### src/rtl/riscv_pkg.sv
// Shared RV32I decode types: opcodes, ALU operation codes, immediate formats
// and the registered control bundle handed from decode to execute.
package riscv_pkg;

    localparam int unsigned INST_W    = 32;
    localparam int unsigned REG_IDX_W = 5;

    localparam logic [6:0] OPC_LUI    = 7'b0110111;
    localparam logic [6:0] OPC_AUIPC  = 7'b0010111;
    localparam logic [6:0] OPC_JAL    = 7'b1101111;
    localparam logic [6:0] OPC_JALR   = 7'b1100111;
    localparam logic [6:0] OPC_BRANCH = 7'b1100011;
    localparam logic [6:0] OPC_LOAD   = 7'b0000011;
    localparam logic [6:0] OPC_STORE  = 7'b0100011;
    localparam logic [6:0] OPC_OP_IMM = 7'b0010011;
    localparam logic [6:0] OPC_OP     = 7'b0110011;
    localparam logic [6:0] OPC_FENCE  = 7'b0001111;
    localparam logic [6:0] OPC_SYSTEM = 7'b1110011;

    typedef enum logic [4:0] {
        ALU_ADD    = 5'd0,
        ALU_SUB    = 5'd1,
        ALU_SLL    = 5'd2,
        ALU_SLT    = 5'd3,
        ALU_SLTU   = 5'd4,
        ALU_XOR    = 5'd5,
        ALU_SRL    = 5'd6,
        ALU_SRA    = 5'd7,
        ALU_OR     = 5'd8,
        ALU_AND    = 5'd9,
        ALU_PASSB  = 5'd10,
        ALU_MUL    = 5'd16,
        ALU_MULH   = 5'd17,
        ALU_MULHSU = 5'd18,
        ALU_MULHU  = 5'd19,
        ALU_DIV    = 5'd20,
        ALU_DIVU   = 5'd21,
        ALU_REM    = 5'd22,
        ALU_REMU   = 5'd23
    } alu_op_t;

    typedef enum logic [2:0] {
        IMM_I,
        IMM_S,
        IMM_B,
        IMM_U,
        IMM_J,
        IMM_NONE
    } imm_fmt_t;

    typedef struct packed {
        logic [REG_IDX_W-1:0] rs1;
        logic [REG_IDX_W-1:0] rs2;
        logic [REG_IDX_W-1:0] rd;
        alu_op_t              alu_op;
        logic                 alu_src_imm;
        logic                 reg_write;
        logic                 mem_read;
        logic                 mem_write;
        logic                 branch;
        logic                 jump;
        logic                 illegal;
    } decoded_t;

endpackage

### src/rtl/decode_imm_gen.sv
// Immediate generator: assembles the I/S/B/U/J immediate from the upper
// instruction bits and sign-extends it to DATA_WIDTH.
module imm_gen
    import riscv_pkg::*;
#(
    parameter int unsigned DATA_WIDTH = 32
) (
    input  logic [INST_W-1:7]     instruction,
    input  imm_fmt_t              fmt,
    output logic [DATA_WIDTH-1:0] out_imm
);

    logic [INST_W-1:0] imm32;

    always_comb begin
        imm32 = '0;
        case (fmt)
            IMM_I: imm32 = {{20{instruction[31]}}, instruction[31:20]};
            IMM_S: imm32 = {{20{instruction[31]}}, instruction[31:25], instruction[11:7]};
            IMM_B: imm32 = {{19{instruction[31]}}, instruction[31], instruction[7],
                            instruction[30:25], instruction[11:8], 1'b0};
            IMM_U: imm32 = {instruction[31:12], 12'b0};
            IMM_J: imm32 = {{11{instruction[31]}}, instruction[31], instruction[19:12],
                            instruction[20], instruction[30:21], 1'b0};
            default: imm32 = '0;
        endcase
    end

    assign out_imm = DATA_WIDTH'($signed(imm32));

endmodule

### src/rtl/decode.sv
// RV32I decode stage: one-entry valid/ready pipeline register with flush and
// illegal-instruction flagging. Define DECODE_RV32M_EN to decode the M extension.
module decode
    import riscv_pkg::*;
#(
    parameter int unsigned DATA_WIDTH = 32
) (
    input  logic                  clk,
    input  logic                  rst,
    input  logic                  in_valid,
    output logic                  in_ready,
    input  logic [DATA_WIDTH-1:0] in_instruction,
    input  logic [DATA_WIDTH-1:0] in_pc,
    input  logic                  flush,
    output logic                  out_valid,
    input  logic                  out_ready,
    output logic [DATA_WIDTH-1:0] out_pc,
    output logic [4:0]            out_rs1,
    output logic [4:0]            out_rs2,
    output logic [4:0]            out_rd,
    output logic [DATA_WIDTH-1:0] out_imm,
    output logic [4:0]            out_alu_op,
    output logic                  out_alu_src_imm,
    output logic                  out_reg_write,
    output logic                  out_mem_read,
    output logic                  out_mem_write,
    output logic                  out_branch,
    output logic                  out_jump,
    output logic                  out_illegal
);

    logic [INST_W-1:0]     inst;
    logic [6:0]            opcode;
    logic [2:0]            funct3;
    logic [6:0]            funct7;
    decoded_t              dec_c;
    imm_fmt_t              fmt_c;
    logic [DATA_WIDTH-1:0] imm_c;
    decoded_t              bundle_q;
    logic                  capture;

    assign inst   = in_instruction[INST_W-1:0];
    assign opcode = inst[6:0];
    assign funct3 = inst[14:12];
    assign funct7 = inst[31:25];

    imm_gen #(
        .DATA_WIDTH (DATA_WIDTH)
    ) u_imm_gen (
        .instruction (inst[INST_W-1:7]),
        .fmt         (fmt_c),
        .out_imm     (imm_c)
    );

    // Opcode/funct decode into the control bundle
    always_comb begin
        dec_c        = '0;
        dec_c.rs1    = inst[19:15];
        dec_c.rs2    = inst[24:20];
        dec_c.rd     = inst[11:7];
        dec_c.alu_op = ALU_ADD;
        fmt_c        = IMM_NONE;
        case (opcode)
            OPC_LUI: begin
                dec_c.alu_op      = ALU_PASSB;
                dec_c.alu_src_imm = 1'b1;
                dec_c.reg_write   = 1'b1;
                fmt_c             = IMM_U;
            end
            OPC_AUIPC: begin
                dec_c.alu_src_imm = 1'b1;
                dec_c.reg_write   = 1'b1;
                fmt_c             = IMM_U;
            end
            OPC_JAL: begin
                dec_c.alu_src_imm = 1'b1;
                dec_c.reg_write   = 1'b1;
                dec_c.jump        = 1'b1;
                fmt_c             = IMM_J;
            end
            OPC_JALR: begin
                dec_c.alu_src_imm = 1'b1;
                dec_c.reg_write   = 1'b1;
                dec_c.jump        = 1'b1;
                dec_c.illegal     = (funct3 != 3'b000);
                fmt_c             = IMM_I;
            end
            OPC_BRANCH: begin
                dec_c.branch = 1'b1;
                fmt_c        = IMM_B;
                case (funct3)
                    3'b000, 3'b001: dec_c.alu_op = ALU_SUB;
                    3'b100, 3'b101: dec_c.alu_op = ALU_SLT;
                    3'b110, 3'b111: dec_c.alu_op = ALU_SLTU;
                    default:        dec_c.illegal = 1'b1;
                endcase
            end
            OPC_LOAD: begin
                dec_c.alu_src_imm = 1'b1;
                dec_c.reg_write   = 1'b1;
                dec_c.mem_read    = 1'b1;
                dec_c.illegal     = (funct3 == 3'b011) || (funct3 == 3'b110) ||
                                    (funct3 == 3'b111);
                fmt_c             = IMM_I;
            end
            OPC_STORE: begin
                dec_c.alu_src_imm = 1'b1;
                dec_c.mem_write   = 1'b1;
                dec_c.illegal     = (funct3 > 3'b010);
                fmt_c             = IMM_S;
            end
            OPC_OP_IMM: begin
                dec_c.alu_src_imm = 1'b1;
                dec_c.reg_write   = 1'b1;
                fmt_c             = IMM_I;
                case (funct3)
                    3'b000: dec_c.alu_op = ALU_ADD;
                    3'b010: dec_c.alu_op = ALU_SLT;
                    3'b011: dec_c.alu_op = ALU_SLTU;
                    3'b100: dec_c.alu_op = ALU_XOR;
                    3'b110: dec_c.alu_op = ALU_OR;
                    3'b111: dec_c.alu_op = ALU_AND;
                    3'b001: begin
                        dec_c.alu_op  = ALU_SLL;
                        dec_c.illegal = (funct7 != 7'b0000000);
                    end
                    default: begin
                        if (funct7 == 7'b0000000) begin
                            dec_c.alu_op = ALU_SRL;
                        end else if (funct7 == 7'b0100000) begin
                            dec_c.alu_op = ALU_SRA;
                        end else begin
                            dec_c.illegal = 1'b1;
                        end
                    end
                endcase
            end
            OPC_OP: begin
                dec_c.reg_write = 1'b1;
                case (funct7)
                    7'b0000000: begin
                        case (funct3)
                            3'b000:  dec_c.alu_op = ALU_ADD;
                            3'b001:  dec_c.alu_op = ALU_SLL;
                            3'b010:  dec_c.alu_op = ALU_SLT;
                            3'b011:  dec_c.alu_op = ALU_SLTU;
                            3'b100:  dec_c.alu_op = ALU_XOR;
                            3'b101:  dec_c.alu_op = ALU_SRL;
                            3'b110:  dec_c.alu_op = ALU_OR;
                            default: dec_c.alu_op = ALU_AND;
                        endcase
                    end
                    7'b0100000: begin
                        if (funct3 == 3'b000) begin
                            dec_c.alu_op = ALU_SUB;
                        end else if (funct3 == 3'b101) begin
                            dec_c.alu_op = ALU_SRA;
                        end else begin
                            dec_c.illegal = 1'b1;
                        end
                    end
`ifdef DECODE_RV32M_EN
                    // M-extension codes are contiguous from MUL, indexed by funct3
                    7'b0000001: dec_c.alu_op = alu_op_t'(5'(ALU_MUL) | 5'(funct3));
`endif
                    default: dec_c.illegal = 1'b1;
                endcase
            end
            OPC_FENCE: begin
                // Behaves as ADDI x0,x0,0
                dec_c.alu_src_imm = 1'b1;
            end
            OPC_SYSTEM: begin
                dec_c.illegal = 1'b1;
            end
            default: begin
                dec_c.illegal = 1'b1;
            end
        endcase

        if (dec_c.rd == 5'd0) begin
            dec_c.reg_write = 1'b0;
        end
        if (dec_c.illegal) begin
            dec_c.reg_write = 1'b0;
            dec_c.mem_read  = 1'b0;
            dec_c.mem_write = 1'b0;
            dec_c.branch    = 1'b0;
            dec_c.jump      = 1'b0;
        end
    end

    assign in_ready = !out_valid || out_ready;
    assign capture  = in_valid && in_ready && !flush;

    // Pipeline register; flush beats capture and drain
    always_ff @(posedge clk or negedge rst) begin
        if (!rst) begin
            out_valid <= 1'b0;
            out_pc    <= '0;
            out_imm   <= '0;
            bundle_q  <= '0;
        end else begin
            if (flush) begin
                out_valid <= 1'b0;
            end else if (capture) begin
                out_valid <= 1'b1;
            end else if (out_ready) begin
                out_valid <= 1'b0;
            end
            if (capture) begin
                out_pc   <= in_pc;
                out_imm  <= imm_c;
                bundle_q <= dec_c;
            end
        end
    end

    assign out_rs1         = bundle_q.rs1;
    assign out_rs2         = bundle_q.rs2;
    assign out_rd          = bundle_q.rd;
    assign out_alu_op      = bundle_q.alu_op;
    assign out_alu_src_imm = bundle_q.alu_src_imm;
    assign out_reg_write   = bundle_q.reg_write;
    assign out_mem_read    = bundle_q.mem_read;
    assign out_mem_write   = bundle_q.mem_write;
    assign out_branch      = bundle_q.branch;
    assign out_jump        = bundle_q.jump;
    assign out_illegal     = bundle_q.illegal;

endmodule

### config.mk
export PLATFORM = sky130hd
export DESIGN_NAME = decode
export DESIGN_NICKNAME = d
export VERILOG_FILES = /design/src/rtl/riscv_pkg.sv /design/src/rtl/decode_imm_gen.sv /design/src/rtl/decode.sv
export SDC_FILE = /design/constraint.sdc
export NUM_CORES = 1
export LEC_CHECK = 0
export CORE_AREA = 2 2 106 108
export CTS_CLUSTER_DIAMETER = 50
export CTS_CLUSTER_SIZE = 8
export DETAILED_ROUTE_END_ITERATION = 7
export DIE_AREA = 0 0 108 110
export PLACE_DENSITY_LB_ADDON = 0.1
export SYNTH_ARGS = -nofsm -noshare
export SYNTH_HDL_FRONTEND = slang
export SYNTH_SLANG_ARGS = --single-unit
export TNS_END_PERCENT = 5
### constraint.sdc
create_clock -name clk -period 1.41 [get_ports clk]
set_input_delay 0.2115 -clock clk [delete_from_list [all_inputs] [get_ports clk]]
set_output_delay 0.2115 -clock clk [all_outputs]
set_load 0.05 [all_outputs]
; ---- Word level (Yosys, flattened, before mapping)
; Cells that the tools add are included.
[word_totals]
input_bits = 69
elab_cells = 92
out_inout_bits = 93
regBits = 92
[op_classes]
n_mux = 30
n_eq_ne = 22
reduce_logical = 25
magnitude_cmp = 1
[op_table]
columns = cell, n
row1 = $pmux 32 s5, 1
row2 = $pmux 5 s7, 1
row3 = $eq 7x6->1 const B, 4
row4 = $pmux 4 s7, 1
row5 = $eq 7x7->1 const B, 3
row6 = $pmux 5 s4, 1
row7 = $eq 3x3->1 const B, 5
row8 = $mux 1, 15
row9 = $pmux 3 s5, 1
row10 = $eq 7x5->1 const B, 2
row11 = $eq 3x2->1 const B, 4
row12 = $reduce_or 6->1, 2
row13 = $mux 5, 2
row14 = $reduce_or 2->1, 5
row15 = $mux 3, 3
row16 = $pmux 3 s3, 1
row17 = $pmux 4 s2, 1
row18 = $reduce_or 8->1, 1
row19 = $eq 7x2->1 const B, 1
row20 = $eq 7x4->1 const B, 1
row21 = $logic_not 7->1, 1
row22 = $pmux 1 s7, 1
row23 = $reduce_bool 7->1, 1
row24 = $reduce_or 7->1, 1
row25 = other kinds (11), 19

; ---- Longest topological paths before layout
; Gate-level depths: netlist (run 1).
[depth]
depth_word = 6
mapped_depth = 8
depth_no_buf = 6

; ---- Hierarchy
; A second synthesis (run 1) with hierarchy kept.
[unflattened]
hier_cells = 574
area_unflattened_um2 = 4605.7
[by_module_without_submodules]
columns = mod, n_inst, seq_area_each_um2, area_per_inst_um2, cells_per_inst
row1 = decode, 1, 2277.2, 4065.1, 480
row2 = imm_gen, 1, 0.0, 540.5, 94

; ---- Least setup slack after synthesis (run 1)
; OpenSTA, ideal clock, no wires.
[synth_path]
path_kind = register to register
from = register out_valid
to = register bundle_q, in the netlist out_alu_op[0]
synth_period_minus_slack_ns = 2.118
path_slack_ns = -0.708
setup_ns = 0.135
path_buffers = 2
path_stages_with_launch = 7
required_ns = 1.275
arrival_ns = 1.983
cell_sequence = dfrtp_1 -> nor2b_1 -> inv_1 -> nand3b_1 -> clkbuf_1 -> buf_1 -> o31ai_1
[synth_between]
elab_chain_len = 4
[synth_lines]
columns = item, line
row1 = start: declaration, decode.sv:15  ; output logic out_valid,
row2 = start signal: assignment, decode.sv:199  ; out_valid <= 1'b0;
row3 = start signal: assignment, decode.sv:205  ; out_valid <= 1'b0;
row4 = start signal: assignment, decode.sv:207  ; out_valid <= 1'b1;
row5 = $logic_not 1->1, decode.sv:193  ; assign in_ready = !out_valid || out_ready;
row6 = $logic_or 1x1->1, decode.sv:193
row7 = net in_ready, decode.sv:11  ; output logic in_ready,
row8 = $logic_and 1x1->1 (2 in a row), decode.sv:194  ; assign capture = in_valid && in_ready && !flush;
row9 = end signal: assignment, decode.sv:202  ; bundle_q <= '0;
row10 = end signal: assignment, decode.sv:214  ; bundle_q <= dec_c;
row11 = end: declaration, decode.sv:39  ; decoded_t bundle_q;
; The timed path passes the listed nets, and every way through them passes these cells.
; A chain may end at the register's enable or synchronous reset.

; ---- Worst setup path in the final report (run 1)
[layout_path]
from = register out_valid
to = register out_imm[2]
[layout_between]
elab_chain_len = 4
[layout_lines]
columns = item, line
row1 = $logic_not 1->1, decode.sv:193
row2 = $logic_or 1x1->1, decode.sv:193
row3 = $logic_and 1x1->1 (2 in a row), decode.sv:194
row4 = end signal: assignment, decode.sv:213  ; out_imm <= imm_c;
row5 = end: declaration, decode.sv:21  ; output logic [DATA_WIDTH-1:0] out_imm,
; Every way passes these cells.

==> metrics.md, run 1 <==
| Metric | Value |
|---|---|
| Status | finished with violations |
| Failing checks | negative setup slack |
| Total Routed Length | 14.0 mm |
| Fill cells | 783 |
| P per Cell Area | 962 nW/um^2 |
| Clock tree buffer depth | 2 |
| DR DRC count | 0 |
| CTS Buf Count | 9 |
| Clock transition at path regs | 90 ps |
| CTS HTree Levels | 3 |
| Clk_lat worst skew | 360 ps |
| Finished Cell Area | 7790 sq um |
| Synth Instances | 470 |
| Largest net degree at the start of global routing | 37 |
| Fin Hold WS | 212 ps |
| Avg Cell Area, Syn | 8.88 sq um |
| Worst path max stage delay | 420 ps |
| Final Cycle Share | 111% |
| Period minus WS final | 1570 ps |
| Final Hold Viols | 0 |
| Synth Net Count | 539 |
| Sequential fraction of the synthesis area | 54.6% |
| Setup Viol. Count Final | 91 |
| TritonRoute pass-1 iters | 4 |
| DRT iter0 DRCs | 224 |
| Final Core Density | 72.8% |
| Root buf cell | clkbuf_8 |
| Setup crit start kind | register |
| Maximum vdd drop | 632 uV |
| Share of layout cells above drive strength 1 | 31.7% |
| Synth-to-Final Area Change | 86.7% |
| Initial antenna violation count | 0 |
| Starting density of the core | 39.0% |
| Die X-Extent | 108 um |
| Number of max-cap violations | 0 |
| Area occupied by registers | 2280 sq um |
| Prevailing post-synth register cell | dfrtp_1 |
| Cell Chain, Critical Path | nor2b_4, inv_4, nand3b_1, buf_6, buf_12, a22o_1 |
| Global Route Usage Sum | 24.3% |
| Critical path's top delay family | buffers and inverters |
| RSZ-0062 raised after global routing | true |
| WS Path Type | reg -> reg |
| Worst-path fanout max | 32 |
| Nets | 764 |
| DR vias/cell | 5.07 |
| Area of the core | 10,700 sq um |
| Die area | 11,900 sq um |
| Leakage | 3.71 nW |
| Ports | 162 |
| Routed Antenna Nets | 0 |
| Vias post-DR | 4,255 |
| Input/output buffers | 160 |
| Slowest-stage cell, CP | dfrtp_2 |
| Clock sink count | 91 |
| DP HPWL | 10.5 mm |
| Mapped Area | 4170 sq um |
| Hold/Removal Path Class | in -> reg |
| Buf+Inv Stages, Crit Path | 3 |
| Ant diodes | 0 |
| YS warnings | 0 |
| Peak Freq | 637 MHz |
| Yosys reg bits | 91 |
| Die Span Y | 110 um |
| CP endpoint kind | register |
| EDFF count, synth | 0 |
| CTS tree | yes |
| First-pass GRT wire length | 22.2 mm |
| Site row count | 38 |
| Ys async rst share | 100% |
| Fin worst setup slack | -159 ps |
| Clock Skew | 11.9 ps |
| Multi-input gate area | 1880 sq um |
| CP arrival | 1820 ps |
| Vias in the first global route | 4,255 |
| Max-slew violations | 0 |
| Total congestion overflow | 0 |
| Dpl cell area | 7430 sq um |
| WL per Instance | 16.7 um |
| Critical Path RT | 1660 ps |
| Netlist cell types | 45 |
| Tot Pwr | 7.50 mW |
| Global placement routability congestion | 0.905 |
-- worst reg2reg max path: stages (launching register included) --
cell,delay (ps)
dfrtp_2,420
nor2b_4,150
inv_4,50
nand3b_1,170
buf_6,240
buf_12,180
a22o_1,250
-- where the power goes --
group / internal [mW] / switching [mW] / total, mW
logic: 1.26 / 1.35 / 2.61
registers: 2.82 / 0.231 / 3.05
clock network: 0.875 / 0.961 / 1.84
-- path summary, 6_finish.rpt --
path,cells past startpoint,startpoint,slack [ps],endpoint
hold reg to reg,2,out_pc[30],540,out_pc[30]
min in group asynchronous,2,rst,330,out_pc[1]
setup / recovery,6,out_valid,-160,out_imm[2]
hold / removal,3,in_instruction[31],210,out_imm[31]
setup reg to reg,6,out_valid,-160,out_imm[2]
max in group asynchronous,3,rst,550,out_pc[27]
-- stage by stage --
stage	worst slack (ps)	TNS, ps	cells
floorplan	-210	-12870	470
global placement	-740	-42070	818
detailed placement	-800	-43950	818
CTS	-132	-7480	840
global route	-225	-14800	840
finish	-159	-8480	840
-- layout by cell type, fill, tap and decap left out, types with 4 or more instances in the layout --
cell / netlist / layout
nor3b_1: 6 / 4
buf_4: 1 / 70
a21oi_1: 7 / 6
nand3_1: 27 / 27
nor2_1: 17 / 14
nor3_2: 0 / 4
o211ai_1: 4 / 4
a22o_1: 29 / 29
buf_6: 0 / 12
dlygate4sd2_1: 0 / 9
nand2_1: 187 / 187
buf_12: 0 / 96
clkdlybuf4s50_1: 0 / 54
o21ai_1: 7 / 7
dfrtp_1: 91 / 90
clkbuf_8: 0 / 10
-- synthesized netlist by cell type (2+ instances only) --
library cell	number	area, sq um
o21ai_0	3	15.0
nor2_1	17	63.8
a22o_1	29	254
o32ai_2	2	32.5
buf_2	3	15.0
nor3_1	7	35.0
o32ai_1	3	26.3
a21oi_1	7	35.0
a22oi_1	3	22.5
a211oi_1	2	15.0
nand4b_1	2	17.5
nor2b_1	5	31.3
nand2_1	187	702
nor4_1	3	18.8
clkbuf_1	26	97.6
o21ai_1	7	35.0
o31ai_1	3	22.5
o211ai_1	4	30.0
nand3_1	27	135
inv_1	4	15.0
nor3b_1	6	45.0
buf_1	2	7.51
nand2b_1	4	25.0
dfrtp_1	91	2280
nand3b_1	3	22.5
-- cell families (layout without fill, tap and decap cells) --
family | after synthesis | after routing | synth area share (%)
compound gates | 68 | 68 | 12.7
buf+inv | 36 | 266 | 3.42
xor+xnor | 2 | 2 | 0.420
flops | 91 | 91 | 54.6
simple gates | 271 | 271 | 28.6
other cells | 1 | 1 | 0.0898
mux | 1 | 1 | 0.270
-- what timing repair did --
action / 4_1_cts / 5_1_grt
endpoints found under the hold margin: 26 / 0
cloned: 1 / 0
pin swaps: 10 / 7
endpoints found under the setup margin: 91 / 91
setup buffers: 4 / 0
resized for setup: 49 / 6
hold buffers: 1 / 0
-- area by class of cell --
type                       instances  share of cell area, %
clock buffer                      11                   1.81
clock inverter                     5                  0.803
inverter                           4                  0.225
multi-input combinational        343                   24.1
sequential                        91                   29.2
tap                              140                   2.25
timing repair buffer             246                   41.5
-- flip-flops by register name (all words and copies together) (netlist names) --
name	cells
out_imm	32
out_pc	32
out_rd	5
out_rs1	5
out_rs2	5
out_alu_op	4
out_alu_src_imm	1
out_branch	1
out_illegal	1
out_jump	1
out_mem_read	1
out_mem_write	1
out_reg_write	1
out_valid	1
-- routing by layer --
layer  track usage, %  wire length, um
met1             32.5             5870
met5                0                0
met4             8.06              182
met2             38.0             6670
met3             7.35             1280
(Power assumes the default switching activity.)
==> inputs of run 2 (changes only) <==
Settings changed: CORE_AREA 2 2 106 108 to 2 2 101 103, DIE_AREA 0 0 108 110 to 0 0 103 105.
Clock period 1.41 ns to 1.71 ns, I/O delays scaled along.
==> run 2 against run 1 <==
The flow now finishes without violations. Critical path depth increased by 1. Clock skew decreased by 2.5 ps. Power decreased by 28%. Register-to-register slack improved by 250 ps. Final cell count decreased by 2.1%. Flip-flop and latch count unchanged. Critical path type is now in -> reg. Critical endpoint is now out_reg_write.
==> metrics.md, run 2 (synthesized netlist as in run 1, its figures left out) <==
| Metric | Value |
|---|---|
| Ant diodes | 0 |
| Leakage | 3.38 nW |
| Share of layout cells above drive strength 1 | 30.5% |
| CTS tree | yes |
| Critical Path RT | 2000 ps |
| Status | complete, no violations |
| Period minus WS final | 1660 ps |
| Hold/Removal Path Class | in -> reg |
| WL met3 | 930 um |
| Area of the core | 9640 sq um |
| WL met1 | 5.77 mm |
| CTS HTree Levels | 3 |
| Dpl ws | -727 ps |
| Total Routed Length | 13.0 mm |
| DP HPWL | 9.42 mm |
| CP arrival | 1950 ps |
| Setup Viol. Count Final | 0 |
| Finished Cell Area | 6540 sq um |
| Final Hold Viols | 0 |
| Root buf cell | clkbuf_8 |
| Most common cell after layout, fill and taps aside | nand2_1 |
| Fin worst setup slack | 47.7 ps |
| Maximum vdd drop | 581 uV |
| Clock sink count | 91 |
| Clk_lat worst skew | 360 ps |
| Number of max-cap violations | 0 |
| Initial antenna violation count | 0 |
| Input/output buffers | 160 |
| CP endpoint kind | register |
| Most frequent cells in the layout | 186 x nand2_1, 157 x buf_4, 90 x dfrtp_1 |
| Max-slew violations | 0 |
| Global Route Usage Sum | 24.1% |
| Routed Antenna Nets | 0 |
| Die X-Extent | 103 um |
| P per Cell Area | 829 nW/um^2 |
| Tot Pwr | 5.43 mW |
| Worst-path fanout max | 6 |
| Largest net degree at the start of global routing | 92 |
| WL per Instance | 15.8 um |
| RSZ-0062 raised after global routing | false |
| Total congestion overflow | 0 |
| Ports | 162 |
| DP Cell Count | 800 |
| Post-route insts no fill | 822 |
| TritonRoute pass-1 iters | 5 |
| Synth-to-Final Area Change | 56.8% |
| Clock tree buffer depth | 2 |
| Site row count | 36 |
| Nets | 754 |
| WS Path Type | in -> reg |
| DRT iter0 DRCs | 202 |
| Peak Freq | 602 MHz |
| Global placement routability congestion | 0.881 |
| Top Metal Used | met4 |
| Setup crit start kind | input pin |
| Clock transition at path regs | 90 ps |
| DR vias/cell | 5.10 |
| CTS Buf Count | 9 |
| Starting density of the core | 43.3% |
| Largest registers | out_imm: 32 flops, out_pc: 32 flops |
| Die Span Y | 105 um |
| Final Cycle Share | 97.2% |
| Met2 routed WL | 6.11 mm |
| First-pass GRT wire length | 20.7 mm |
| Die area | 10,800 sq um |
| Dpl cell area | 6170 sq um |
| Clock Skew | 9.35 ps |
| Vias post-DR | 4,191 |
| Fill cells | 850 |
| DR DRC count | 0 |
| Vias in the first global route | 4,096 |
| Final Core Density | 67.9% |
==> run 2: changes by cell type in the layout (fill, tap and decap cells not counted), moves of 2 or more <==
cell | previous run | this run
buf_6 | 12 | 5
buf_4 | 70 | 157
buf_2 | 3 | 0
buf_12 | 96 | 5
nor3_2 | 4 | 2
nor3_1 | 3 | 5
a211oi_1 | 2 | 0
dlymetal6s2s_1 | 0 | 6
==> run 2: worst paths after layout <==
check,cells past startpoint,endpoint,from,slack [ps]
setup / recovery,7,out_reg_write,in_instruction[31],50
hold / removal,3,out_imm[6],in_instruction[26],210
setup reg to reg,6,out_imm[27],out_valid,90
hold reg to reg,2,out_pc[22],out_pc[22],480
max in group asynchronous,3,out_alu_op[0],rst,860
min in group asynchronous,3,out_alu_src_imm,rst,460
==> run 2: worst max-delay path, cell delays in order <==
cell           delay (ps)
dlygate4sd2_1         270
or4_4                 570
o32ai_4               230
a21oi_2               100
nor4b_4               200
buf_4                 180
a22o_1                130
==> run 2: what timing repair did <==
item                                   in CTS  in global routing
setup buffers                               3                  2
hold buffers                                1                  0
pin swaps                                   7                  6
endpoints found under the hold margin      91                  0
setup endpoints to repair                  35                 37
cloned                                      0                  1
resized for setup                          24                 19
==> run 2: metrics by stage <==
stage	hold WS (ps)	TNS, ps
floorplan	-39.1	-975
global placement	346	-19310
detailed placement	344	-22520
CTS	391	-4.34
global route	231	0
finish	210	0
==> run 2: report_power, final <==
| part | switching [mW] | internal [mW] |
|---|---|---|
| clock network | 0.798 | 0.536 |
| logic | 1.09 | 0.580 |
| registers | 0.101 | 2.33 |
| total | 1.99 | 3.44 |
==> run 2: layout make-up <==
cell class                 count  area [sq um]  area share [%]
sequential                    91          2280            34.8
inverter                       4          17.5           0.268
tap                          133           166            2.54
timing repair buffer         236          2030            31.0
clock inverter                 6          48.8           0.746
clock buffer                   9           124            1.89
multi-input combinational    343          1880            28.7
==> run 2: metal layers <==
| layer | vias to the layer above | global-route usage [%] |
|---|---|---|
| li1 | 2015 | - |
| met1 | 2020 | 33.2 |
| met2 | 143 | 38.5 |
| met3 | 13 | 5.28 |
| met4 | 0 | 6.11 |
| met5 | - | 0 |
==> inputs of run 3 (changes only) <==
--- a/config.mk
+++ b/config.mk
@@ -7,3 +7,3 @@
 export LEC_CHECK = 0
-export CORE_AREA = 2 2 101 103
+export CORE_AREA = 2 2 104 106
 export CTS_CLUSTER_DIAMETER = 50
@@ -11,3 +11,3 @@
 export DETAILED_ROUTE_END_ITERATION = 7
-export DIE_AREA = 0 0 103 105
+export DIE_AREA = 0 0 106 108
 export PLACE_DENSITY_LB_ADDON = 0.1
@@ -15,2 +15,3 @@
 export SYNTH_HDL_FRONTEND = slang
+export SYNTH_HIERARCHICAL = 1
 export SYNTH_SLANG_ARGS = --single-unit
==> constraint.sdc (replaced) <==
create_clock -name clk -period 1.71 [get_ports clk]
set_input_delay 0.342 -clock clk [delete_from_list [all_inputs] [get_ports clk]]
set_output_delay 0.342 -clock clk [all_outputs]
set_load 0.05 [all_outputs]
==> run 3 against run 2 <==
Final area rose by 7.5%. Die area rose by 5.9%. Worst hold slack improved by 170 ps. Sequential share of layout area fell by 2.4 points. Sequential power rose by 2%. Highest routed layer unchanged. Flip-flop and latch count did not move. Combinational power rose by 17%. Largest power group unchanged. Synthesized cell count rose by 22%. Largest cell class unchanged.
==> metrics.md, run 3 <==
| Metric | Value |
|---|---|
| Status | complete, no violations |
| Most common cell after layout, fill and taps aside | nand2_1 |
| Dpl cell area | 6690 sq um |
| Slowest-stage cell, CP | clkdlybuf4s50_1 |
| Yosys top cell by area | dfrtp_1 |
| R2R depth | 5 |
| Largest registers | out_imm: 32 flops, out_pc: 32 flops |
| DR vias/cell | 5.07 |
| Most frequent cell after synthesis | nand2_1 |
| Root buf cell | clkbuf_8 |
| CP endpoint kind | register |
| Worst path max stage delay | 430 ps |
| Final Hold Viols | 0 |
| Synth Instances | 574 |
| Hold/Removal Path Class | in -> reg |
| DP HPWL | 10.4 mm |
| Critical Path Stages | 8 |
| RSZ-0062 raised after global routing | true |
| Nets | 868 |
| Setup crit start kind | input pin |
| CTS tree | yes |
| Clock Skew | 8.86 ps |
| Final Core Density | 68.8% |
| Maximum vdd drop | 650 uV |
| Synth Net Count | 643 |
| Main area contributors after synthesis | dfrtp_1 49%, nand2_1 22%, a21oi_1 2.5%, nor2b_1 2.4%, o22ai_1 1.9% |
| Ys async rst share | 100% |
| Buf+Inv Stages, Crit Path | 3 |
| Ports | 162 |
| YS warnings | 6 |
| Clock tree buffer depth | 2 |
| Actual slew at the worst max-slew pin | 624 ps |
| Synth top cells by count | 272 x nand2_1, 91 x dfrtp_1, 23 x a21oi_1 |
| Die area | 11,400 sq um |
| Mapped Area | 4610 sq um |
| Site row count | 37 |
| Most frequent cells in the layout | 271 x nand2_1, 179 x buf_4, 90 x dfrtp_1 |
| Most used cell, CP | buf_4 |
| Global placement routability congestion | 0.823 |
| P per Cell Area | 871 nW/um^2 |
| Synth top area share | 49.4% |
| Finished Cell Area | 7030 sq um |
| WL per Instance | 14.8 um |
| CTS HTree Levels | 3 |
| R2R Setup Slk | 50 ps |
| WS Path Type | in -> reg |
| Starting density of the core | 45.0% |
| Relative slew margins | 58.4% |
| Leakage | 3.69 nW |
| Fill cells | 881 |
| Initial antenna violation count | 0 |
| CP arrival | 1910 ps |
| Prevailing post-synth register cell | dfrtp_1 |
| Total negative slack | 0 ps |
| TritonRoute pass-1 iters | 5 |
| Fin worst setup slack | 50.9 ps |
| Die Span Y | 108 um |
| Vias post-DR | 4,762 |
| Hold Crit Start | in_instruction[29] |
| Clock transition at path regs | 90 ps |
| Period minus WS final | 1660 ps |
| Max-slew violations | 0 |
| Ant diodes | 0 |
| Worst-path fanout max | 6 |
| First-pass GRT wire length | 22.6 mm |
| Global Route Usage Sum | 25.1% |
| Dpl ws | -821 ps |
| Total congestion overflow | 0 |
| DRT iter0 DRCs | 192 |
| CTS Buf Count | 9 |
| EDFF count, synth | 0 |
| Synth-to-Final Area Change | 52.7% |
| Final Cycle Share | 97.0% |
| Setup Viol. Count Final | 0 |
| Input/output buffers | 160 |
| Sequential fraction of the synthesis area | 49.4% |
| Hold Crit Depth | 5 |
| Critical Path RT | 1960 ps |
| Area of the core | 10,200 sq um |
| Post-route insts no fill | 940 |
| Clk_lat worst skew | 370 ps |
| Clock sink count | 91 |
| Routed Antenna Nets | 0 |
| Largest net degree at the start of global routing | 47 |
| Cell Chain, Critical Path | clkdlybuf4s50_1, buf_4, buf_4, nor4b_2, a31oi_1, nor3_1, o31ai_1, nand3_1 |
| Hold EP | out_imm[29] |
| Reg-to-reg critical path startpoint | out_valid |
| DP Cell Count | 918 |
| Yosys reg bits | 91 |
| Netlist cell types | 58 |
| Critical path's top delay family | buffers and inverters |
| Total Routed Length | 13.9 mm |
| Number of max-cap violations | 0 |
| Reg2reg end | out_reg_write |
| DR DRC count | 0 |
| Die X-Extent | 106 um |
| Avg Cell Area, Syn | 8.02 sq um |
| Vias in the first global route | 4,685 |
| Share of layout cells above drive strength 1 | 30.3% |
| Peak Freq | 603 MHz |
==> run 3: cell types whose count changed in the layout (fill, tap and decap cells not counted), sizes merged, moves of 13 or more <==
cell | before | now
nand2 | 187 | 272
a22o | 29 | 3
buf | 167 | 186
nand3 | 27 | 8
a21oi | 7 | 23
nor2b | 5 | 18
o22ai | 1 | 14
==> run 3: timing repair <==
action | CTS | global route
endpoints found under the hold margin | 36 | 0
hold buffers | 1 | 0
setup buffers | 4 | 0
endpoints found under the setup margin | 41 | 44
resized for setup | 31 | 12
gates cloned | 1 | 0
pin swaps | 9 | 5
==> run 3: worst max path at each step <==
stage | startpoint | to | slack, ps
after detailed placement | in_instruction[6] | out_imm[28] | -820
after global routing | out_valid | out_mem_read | -30
after global placement | in_instruction[6] | out_imm[26] | -750
after CTS | in_instruction[4] | out_imm[10] | -4
final | in_instruction[13] | out_alu_op[1] | 50
after floorplan | in_instruction[5] | out_imm[20] | -250
==> run 3: worst register-to-register path: cells and delay by family, from the launching register on <==
family	cells	cell delay (ps)
compound gates	2	330
flops	1	410
simple gates	3	860
==> run 3: kinds of logic after synthesis <==
family	Yosys count	share of synthesized area, %
mux	5	1.20
flops	91	49.4
xor+xnor	2	0.380
compound gates	73	10.1
fa+ha+maj	1	0.244
buf+inv	47	5.08
other cells	1	0.0814
simple gates	354	33.5
==> run 3: through the flow <==
step | hold slack, ps | total power [mW]
after floorplan | 46.4 | 3.64
after CTS | 479 | 6.17
after global routing | 377 | 6.41
after detailed placement | 402 | 4.47
final | 382 | 6.13
after global placement | 403 | 4.44
==> run 3: final cells by class <==
class	count	area [sq um]	area share, %
Sequential cell	91	2280	32.4
Multi-Input combinational cell	437	2210	31.5
Clock inverter	6	96.3	1.37
Timing Repair Buffer	254	2120	30.1
Clock buffer	10	138	1.96
Inverter	6	22.5	0.320
Tap cell	136	170	2.42
==> run 3: routing by layer <==
metal,track usage [%],routed length [um],vias to the layer above
met5,0,0,-
met4,10.2,353,0
met3,4.40,763,22
met2,42.2,6640,149
met1,32.3,6180,2273
li1,-,-,2318
==> run 3: power by group <==
part / switching (mW) / internal, mW
clock: 0.816 / 0.881
combinational: 1.27 / 0.681
sequential: 0.118 / 2.36
total: 2.21 / 3.92
